$ cat config.mk
export PLATFORM = sky130hd
export DESIGN_NAME = inst_buffer
export DESIGN_NICKNAME = d
export VERILOG_FILES = /design/src/rtl/inst_buffer.sv
export SDC_FILE = /design/constraint.sdc
export NUM_CORES = 1
export LEC_CHECK = 0
export CAP_MARGIN = 20
export CORE_MARGIN = 2
export CORE_UTILIZATION = 55
export DETAILED_ROUTE_END_ITERATION = 6
export GPL_TIMING_DRIVEN = 0
export PLACE_DENSITY = 0.75
export SLEW_MARGIN = 20
export SYNTH_ARGS = -nofsm -noshare
export SYNTH_HDL_FRONTEND = slang
export SYNTH_SLANG_ARGS = --single-unit
$ cat constraint.sdc
create_clock -name clock -period 22.5 [get_ports clock]
set_clock_uncertainty 0.2 [all_clocks]
set_input_delay 3.375 -clock clock [delete_from_list [all_inputs] [get_ports clock]]
set_output_delay 3.375 -clock clock [all_outputs]
set_load 0.01 [all_outputs]
$ cat src/rtl/inst_buffer.sv
// Instruction buffer between fetch and dispatch: a circular FIFO of fetch packets
// with a registered head, tail and occupancy count, flushed by squash or reset.
`ifndef XLEN
`define XLEN 32
`endif
`ifndef NOP
`define NOP 32'h0000_0013
`endif

package inst_buffer_pkg;
    parameter int          XLEN = `XLEN;
    parameter logic [31:0] NOP  = `NOP;

    typedef struct packed {
        logic            valid;
        logic [31:0]     inst;
        logic [XLEN-1:0] PC;
        logic [XLEN-1:0] NPC;
    } IF_IB_PACKET;
endpackage

module inst_buffer
    import inst_buffer_pkg::*;
#(
    parameter int IB_DEPTH = 8
) (
    input  logic                          clock,
    input  logic                          reset,
    input  IF_IB_PACKET                   if_ib_packet,
    input  logic                          dp_ready,
    input  logic                          squash,
    output IF_IB_PACKET                   ib_dp_packet,
    output logic                          ib_full,
    output logic                          ib_empty,
    output logic [$clog2(IB_DEPTH+1)-1:0] ib_count
);
    localparam int PTR_W = $clog2(IB_DEPTH);
    localparam int CNT_W = $clog2(IB_DEPTH+1);

    IF_IB_PACKET        r_mem [IB_DEPTH];
    logic [PTR_W-1:0]   r_head;
    logic [PTR_W-1:0]   r_tail;
    logic [CNT_W-1:0]   r_count;
    logic               w_push;
    logic               w_pop;

    assign ib_count = r_count;
    assign ib_full  = (r_count == CNT_W'(IB_DEPTH));
    assign ib_empty = (r_count == '0);

    // Full blocks push even when dispatch drains the head in the same cycle.
    assign w_push = if_ib_packet.valid && !ib_full  && !squash && !reset;
    assign w_pop  = dp_ready           && !ib_empty && !squash && !reset;

    // Pointers wrap naturally since IB_DEPTH is a power of two.
    always_ff @(posedge clock) begin
        if (reset || squash) begin
            r_head  <= '0;
            r_tail  <= '0;
            r_count <= '0;
        end else begin
            if (w_push) r_tail <= r_tail + PTR_W'(1);
            if (w_pop)  r_head <= r_head + PTR_W'(1);
            if (w_push && !w_pop)      r_count <= r_count + CNT_W'(1);
            else if (w_pop && !w_push) r_count <= r_count - CNT_W'(1);
        end
    end

    // Entry contents are never cleared; only the pointers decide what is live.
    always_ff @(posedge clock) begin
        if (w_push) r_mem[r_tail] <= if_ib_packet;
    end

    always_comb begin
        ib_dp_packet      = '0;
        ib_dp_packet.inst = NOP;
        if (!ib_empty) begin
            ib_dp_packet       = r_mem[r_head];
            ib_dp_packet.valid = 1'b1;
        end
    end
endmodule

==> summary.txt <==
Outcome
  – Status: finished, final reports clean

Power
  – Switch share: 20.1%
  – Combinational fraction of design power: 4.1%
  – Int Power: roughly 0.0023 W
  – Psw: about 0.00059 W
  – Register share of total power: between 50% and 60%
  – Peak supply drop: between 0.06 and 0.07 mV
  – Clk pwr share: roughly 41%
  – Pwr Density: 80.8 nW/um2
  – Leakage: around 11 nW

Floorplan
  – Die W: about 240 um
  – Die Ht: roughly 240 um
  – Starting density of the core: between 50% and 60%
  – # rows: 85
  – # IOs: approximately 200
  – Core area: 53700 um2
  – Die ar.: between 50000 and 60000 um2

Global routing
  – GR Overflow Total: 0
  – Largest net degree at the start of global routing: 22
  – Initial antenna violation count: 9
  – Total Routing Usage GR: 23.0%
  – Vias in the first global route: 15.0k
  – Global-route wire length before repair: approximately 94 mm

Detailed routing
  – Iteration count of the initial detailed-routing pass: 5
  – Via count: 14.3k
  – DR WL met2: 30.8 mm
  – Starting DRC count in detailed routing: 1302
  – Met3 WL: ~4.4 mm
  – Metal-1 WL: roughly 26 mm
  – WL per Instance: around 26 um
  – Residual DRC: 0
  – Top Metal Used: met5
  – DR vias/cell: 5.99
  – Final wirelength: approximately 63 mm
  – Antenna Violating Nets Remaining: 0

Min path
  – Hold crit path type: reg -> reg

Yosys
  – Synthesized flop and latch total: 781
  – Syn_nets: between 1k and 1.5k
  – Cell taking the most area after synthesis: edfxtp_1
  – Synth Instances: roughly 1.3k
  – Netlist Area Pre-Place: approximately 30000 um2
  – Synth Area per Inst: between 20 and 25 um2
  – Synth cell types: 32
  – Top cell type's share of synthesized area: roughly 77%
  – Top cells by area, synth: edfxtp_1 77%, mux4_2 14%, mux2i_1 3.3%, nor2_1 1.4%, dfxtp_1 0.87%
  – Synthesis Warnings: 0
  – Seq/Total Area, Yosys: 78.2%

Finish
  – Fin util: between 60% and 70%
  – Most frequent cells in the layout: 768 x edfxtp_1, 203 x clkdlybuf4s50_1, 192 x mux4_2, 105 x nor2_1, 97 x mux2i_1
  – Nets: 1743
  – Most common cell after layout, fill and taps aside: edfxtp_1
  – Finished Layout Cells: between 2k and 2.5k
  – Layout area overhead: 21.1%
  – Fill cells: 3258
  – Layout cells sized above 1: about a quarter

Clock network
  – CTS tree: done
  – Clock tree buffer depth: 3
  – Reg clk slew, reported paths: about 0.060 ns
  – H-tree Lvls: 3
  – Clk_lat worst skew: between 0.6 and 0.7 ns
  – Clock sink count: around 780
  – Total CTS buffers: 75
  – Post-CTS setup buffers: 0
  – # resized after CTS: 0
  – Hold_buf cts: 0
  – Clock Tree Root: clkbuf_16

Timing
  – Max_slew headroom: around 35%
  – Worst Tran Pin Value: just under 1 ns
  – Setup tns final: 0 ns
  – RSZ-0062 raised after global routing: no
  – Fmax: 143 MHz
  – Tmin final: ~7 ns
  – Crit share post-route: between 30% and 40%
  – Final Max Slew Viols: 0
  – Final setup viols: 0
  – Hold Vio Cnt, Final: 0

Place
  – Detail Placement HPWL: 40.0 mm
  – # placed instances: 2255
  – Gpl congestion: between 0.7 and 0.8
  – Port Buffers: 203

Worst setup path
  – Slowest cell on crit path: clkbuf_1
  – Buffer and inverter count on the worst path: 3
  – Data arrival, critical path: roughly 3.4 ns
  – Worst Path Required: 18.93 ns
  – Worst setup EP type: primary output
  – CP Max Fanout: 10
  – Startpoint types: flip-flop
  – Worst path max stage delay: 0.73 ns
  – CP Class: reg -> out
  – Top Family by Delay on Critical Path: buffers and inverters
  – CP cell instances: clkbuf_1 -> buf_2 -> mux4_2 -> mux2i_1 -> nor2_1 -> clkdlybuf4s50_1

Run
  – Maxcap violations: 0
-- final cells by class --
| class | instances | area [um2] | area share (%) |
|---|---|---|---|
| clock buffers | 95 | 2000 | 5.55 |
| multi-input cells | 444 | 6080 | 16.8 |
| plain buffers | 67 | 470 | 1.30 |
| repair buffers | 264 | 3060 | 8.47 |
| inverters | 3 | 12.5 | 0.0346 |
| clock inverters | 40 | 303 | 0.838 |
| flip-flops and latches | 781 | 23300 | 64.6 |
| well taps | 696 | 871 | 2.41 |
| diodes | 3 | 7.51 | 0.0208 |
-- registers in the layout (all words and copies together) (netlist names), named ones only --
signal    flops
r_tail        3
r_mem       768
ib_count      4
r_head        3
-- power groups by stage --
stage,clock (W),sequential (W),combinational [W]
floorplan,0,0.00164,0.0000482
global placement,0,0.00164,0.000114
detailed placement,0,0.00164,0.000120
CTS,0.00121,0.00161,0.000121
global route,0.00126,0.00161,0.000129
finish,0.00119,0.00161,0.000120
-- worst register-to-register path: cells and delay by family, from the launching register on --
| family | cells | cell delay, ns |
|---|---|---|
| AND/OR/NAND/NOR | 4 | 1.61 |
| buffers and inverters | 3 | 0.70 |
| flip-flops | 1 | 0.47 |
-- synthesized netlist by cell type (all sizes together) --
cell type	number
edfxtp	768
mux4	192
nor2	111
mux2i	97
buf	59
dfxtp	13
clkbuf	8
nand2	8
nand3	7
ha	5
xor2	5
a21oi	4
inv	2
nand2b	2
nor3	2
a211o	1
a211oi	1
a31o	1
and2	1
clkinv	1
fa	1
nand4	1
or2	1
or3	1
or4	1
or4b	1
xnor2	1
-- routing by layer --
metal  vias to the layer above  GRT usage [%]
li1                       6105              -
met4                        12           7.84
met1                      7566           32.7
met5                         -              0
met2                       532           36.3
met3                       116           4.70
-- cells by family (layout without fill, tap and decap cells) --
| kind of cell | count (synthesis) | count (layout) | share of synthesized area (%) |
|---|---|---|---|
| AOI/OAI and AO/OA | 7 | 7 | 0.151 |
| xor gates and xnor gates | 6 | 6 | 0.176 |
| adders and majority gates | 6 | 6 | 0.277 |
| buffers and inverters | 70 | 469 | 1.62 |
| DFF | 781 | 781 | 78.2 |
| muxes | 289 | 289 | 17.8 |
| other | 0 | 3 | 0 |
| and+or+nand+nor | 136 | 136 | 1.83 |
-- metrics by stage --
step / total power, W / area (um2) / hold WS (ns) / setup slack (ns)
finish: 0.00292 / 36100 / 0.324 / 15.53
floorplan: 0.00169 / 29800 / 0.254 / 11.04
detailed placement: 0.00176 / 33800 / 0.308 / 15.93
CTS: 0.00294 / 36100 / 0.328 / 15.46
global route: 0.00300 / 36100 / 0.331 / 15.41
global placement: 0.00176 / 32700 / 0.282 / 4.19
-- path summary, 6_finish.rpt --
kind               start          endpoint  slack (ns)  cells after the start
min            r_head[1]         r_head[1]        0.32                      2
min reg2reg    r_head[1]         r_head[1]        0.32                      2
max            flip-flop  ib_dp_packet[11]       15.53                      6
max reg2reg  ib_count[1]      r_mem[0][50]       19.20                      7
Power figures use the tool's default switching activity.
==> edit 1 (same flow settings) <==
Set the parameter `IB_DEPTH` to 4 (it was 8).
--- a/src/rtl/inst_buffer.sv
+++ b/src/rtl/inst_buffer.sv
@@ -22,7 +22,7 @@
 module inst_buffer
     import inst_buffer_pkg::*;
 #(
-    parameter int IB_DEPTH = 8
+    parameter int IB_DEPTH = 4
 ) (
     input  logic                          clock,
     input  logic                          reset,
Ports: changed (resized ib_count); port bits go from 204 to 203. No check against the original RTL was run, so the function may have changed too.
==> edit 1 against the original RTL <==
Utilization is 3.3 points higher; largest power group unchanged; final area shrank 48%; total power down 48%; area after synthesis fell by 50%; setup slack better by 300 ps; sequential cell count is 388 lower; non-clock buffer count fell by 87; synthesized cell count decreased by 49%; routed wire length down 55%.
==> edit 1: results (changes against the original RTL) <==
- Max stage delay on crit path: 610 ps (-120 ps)
- Fillers: 1,632 (-50%)
- RD Place Congestion: 0.765 (+4.7%)
- Critical R2R Capture: ib_count[2]
- P_leak: 6.03 nW (-46%)
- Worst vdd ir: 57.8 µV (-13%)
- Pre-CTS setup slack: 16,220 ps (+290 ps)
- H-Tree Depth: 2 (-1)
- Status: complete, no violations
- Share of cells above drive strength 1: 19.7% (-5.2 points)
- Cell Pwr Density: 80.5 nW/µm² (-0.41%)
- Cell count after placement: 1,213 (-46%)
- Reg2reg setup slack: 19,650 ps (+450 ps)
- Number of global-route vias before repair: 7,859 (-47%)
- Register area share after synthesis: 78.3% (about the same)
- Most frequent cells after synthesis: edfxtp_1 (384), and2_1 (98), mux4_2 (96), clkbuf_1 (16), buf_2 (12)
- Fin nets: 1,022 (-41%)
- Number of flip-flops in the largest register: 384 (-50%)
- EDFF count, synth: 384 (-50%)
- IO Port Bufs: 202 (-0.49%)
- Antenna violations before repair: 1 (-8)
- Via density: 5.61 (-6.3%)
- Fin cells: 1,286 (-46%)
- Top cells by area, synth: edfxtp_1 (77%), mux4_2 (14%), and2_1 (4.1%), dfxtp_1 (1.2%), ha_1 (0.42%)
- Ant diodes: 0 (-3)
- WL final: 28,400 µm (-55%)
- R2R cell count: 10 (+3)
- First-iteration detailed-routing DRC count: 738 (-43%)
- Cells after synthesis: 662 (-49%)
- Library cells used by synthesis: 26 (-19%)
- Worst-skew pair later-pin latency: 510 ps (-110 ps)
- Worst Max-Slew Pin Slew: 778 ps (-202 ps)
- First-pass GRT wire length: 43,700 µm (-54%)
edit 1: cell count changes after synthesis, sizes merged, moves of 7 or more:
| cell | unedited run | this run |
|---|---|---|
| mux4 | 192 | 96 |
| mux2i | 97 | 1 |
| and2 | 1 | 98 |
| edfxtp | 768 | 384 |
| nor2 | 111 | 5 |
| clkbuf | 8 | 16 |
| nand2 | 8 | 1 |
| buf | 59 | 18 |
edit 1: worst max path at each step:
stage | end | slack (ps) | depth (start not counted)
3_5_place_dp | ib_dp_packet[59] | 16220 | 6
4_1_cts | ib_dp_packet[59] | 15670 | 6
5_1_grt | ib_dp_packet[60] | 15600 | 6
3_3_place_gp | r_mem[2][69] | 13720 | 4
2_1_floorplan | r_mem[0][0] | 15850 | 3
6_report | ib_dp_packet[60] | 15830 | 6
edit 1: cell type report:
class | count | area share, %
Tap cell | 341 | 2.25
Sequential cell | 393 | 61.9
Clock buffer | 56 | 6.10
Inverter | 5 | 0.0992
Multi-Input combinational cell | 230 | 16.1
Buffer | 34 | 1.04
Timing Repair Buffer | 210 | 11.8
Clock inverter | 17 | 0.721
edit 1: per-stage QoR:
step | hold WS (ps) | utilization [%] | cell area [µm²] | power (W)
3_5_place_dp | 292 | 65.8 | 17600 | 0.000905
4_1_cts | 303 | 70.6 | 18900 | 0.00154
3_3_place_gp | 267 | 65.0 | 17400 | 0.000901
5_1_grt | 318 | 70.6 | 18900 | 0.00157
2_1_floorplan | 259 | - | 15000 | 0.000856
6_report | 304 | 70.6 | 18900 | 0.00152
edit 1: power groups by stage:
stage | clock network [W] | logic [W] | registers [W]
6_report | 0.000634 | 0.0000754 | 0.000813
5_1_grt | 0.000677 | 0.0000814 | 0.000814
4_1_cts | 0.000647 | 0.0000765 | 0.000813
3_5_place_dp | 0 | 0.0000760 | 0.000829
3_3_place_gp | 0 | 0.0000716 | 0.000829
2_1_floorplan | 0 | 0.0000269 | 0.000829
edit 1: kinds of logic (layout without fill, tap and decap cells):
group	count (synthesis)	count (layout)	share of synthesized area (%)
DFF	393	393	78.3
and+or+nand+nor	116	116	4.75
muxes	97	97	14.5
buffers and inverters	39	322	1.44
AOI/OAI and AO/OA	8	8	0.318
adders and majority gates	6	6	0.552
xor gates and xnor gates	3	3	0.176
edit 1: tightest hold or removal path: cells and delay by family, from the launching register on:
kind	cells	cell delay (ps)
DFF	1	310
AOI/OAI and AO/OA	2	140
edit 1: per-layer routing:
layer	wire, µm	global-route usage [%]	vias to the layer above
met2	14600	35.2	271
met4	638	5.85	0
li1	-	-	3209
met1	11000	25.9	3695
met5	0	0	-
met3	2130	4.96	45
==> edit 2 (same flow settings) <==
Without the edit above. One comparison of `r_count` changes from == to >=.
--- a/src/rtl/inst_buffer.sv
+++ b/src/rtl/inst_buffer.sv
@@ -45,7 +45,7 @@
     logic               w_pop;
 
     assign ib_count = r_count;
-    assign ib_full  = (r_count == CNT_W'(IB_DEPTH));
+    assign ib_full  = (r_count >= CNT_W'(IB_DEPTH));
     assign ib_empty = (r_count == '0);
 
     // Full blocks push even when dispatch drains the head in the same cycle.
Behaviour: no difference found for any inputs over 4 cycles, from zero or initial values; that may be too few to reach the edited logic, so the function may still have changed.
==> edit 2 against the original RTL <==
Routed wire length down 0.23%; area after synthesis up 0.35%; total power up 1.5%; non-clock buffer count down 1; global-route usage down 0.15 points; clock power up 3%; final area up 0.44%; setup slack worse by 19 ps; sequential cell count unchanged; largest power group unchanged.
==> edit 2: results (changes against the original RTL) <==
- Min Hold Slack: 320 ps (-4.33 ps)
- Post-synthesis mux area share: 17.7% (-0.062 points)
- Worst vdd ir: 55.7 µV (-16%)
- Met3 WL: 4140 µm (-5.3%)
- Drt wl/cell: 26.3 µm (about the same)
- Die X: 237 µm (+0.17%)
- RD Place Congestion: 0.722 (-1.3%)
- Fillers: 3,336 (+2.4%)
- Status: complete, no violations
- Vias: 14,300 (-0.38%)
- Post-synthesis compound-gate area fraction: 0.150% (-0.00052 points)
- First-pass GRT wire length: 93,400 µm (-0.56%)
- Share of cells above drive strength 1: 24.9% (+0.059 points)
- Pre-CTS setup slack: 15,780 ps (-150 ps)
- First-iteration detailed-routing DRC count: 1,489 (+14%)
- Post-synthesis xor/xnor area fraction: 0.176% (-0.00061 points)
- Register area share after synthesis: 77.9% (-0.27 points)
- Worst endpoint data arrival time: 3420 ps (+20 ps)
- WL final: 62,900 µm (-0.23%)
- Sequential Power Share: 54.3% (-0.8 points)
- M1 WL: 26,200 µm (+0.15%)
- Reg2reg setup slack: 19,440 ps (+240 ps)
- GR Util met3: 4.59% (-0.11 points)
- M2 GR Usage: 36.6% (+0.27 points)
- P_leak: 11.2 nW (+0.45%)
- Number of global-route vias before repair: 14,900 (-0.49%)
- Met1 Use GR: 32.3% (-0.32 points)
- DP HPWL: 39,500 µm (-1.3%)
- Cell count after placement: 2,253 (-0.089%)
- Total CTS buffers: 76 (+1.3%)
- Fin nets: 1,742 (-0.057%)
- Gr usage total: 22.9% (-0.15 points)
- R2r startpoint: ib_count[3]
-- edit 2: cell types whose count changed after synthesis, moves of 2 or more --
cell,unedited run,this run
buf_12,0,11
buf_6,21,9
buf_8,0,2
nand2_1,8,10
nand3_1,7,5
-- edit 2: layout make-up --
type	count	area, µm²	area share (%)
inverter	2	8.76	0.0241
buffer	68	584	1.61
antenna	3	7.51	0.0207
clock buffer	94	2020	5.57
clock inverter	39	385	1.06
tap	696	871	2.40
sequential	781	23300	64.3
timing repair buffer	262	3020	8.31
multi-input combinational	444	6070	16.7
-- edit 2: metrics by stage --
stage	util [%]	power [W]	cell area, µm²
2_1_floorplan	-	0.00169	29900
3_3_place_gp	61.0	0.00176	32800
3_5_place_dp	62.9	0.00176	33900
4_1_cts	67.4	0.00298	36300
5_1_grt	67.4	0.00305	36300
6_report	67.4	0.00296	36300
-- edit 2: worst reg2reg max path, delay by kind of cell (launching register included) --
kind / cells / cell delay (ps)
DFF: 1 / 370
buffers and inverters: 4 / 840
and+or+nand+nor: 3 / 1360
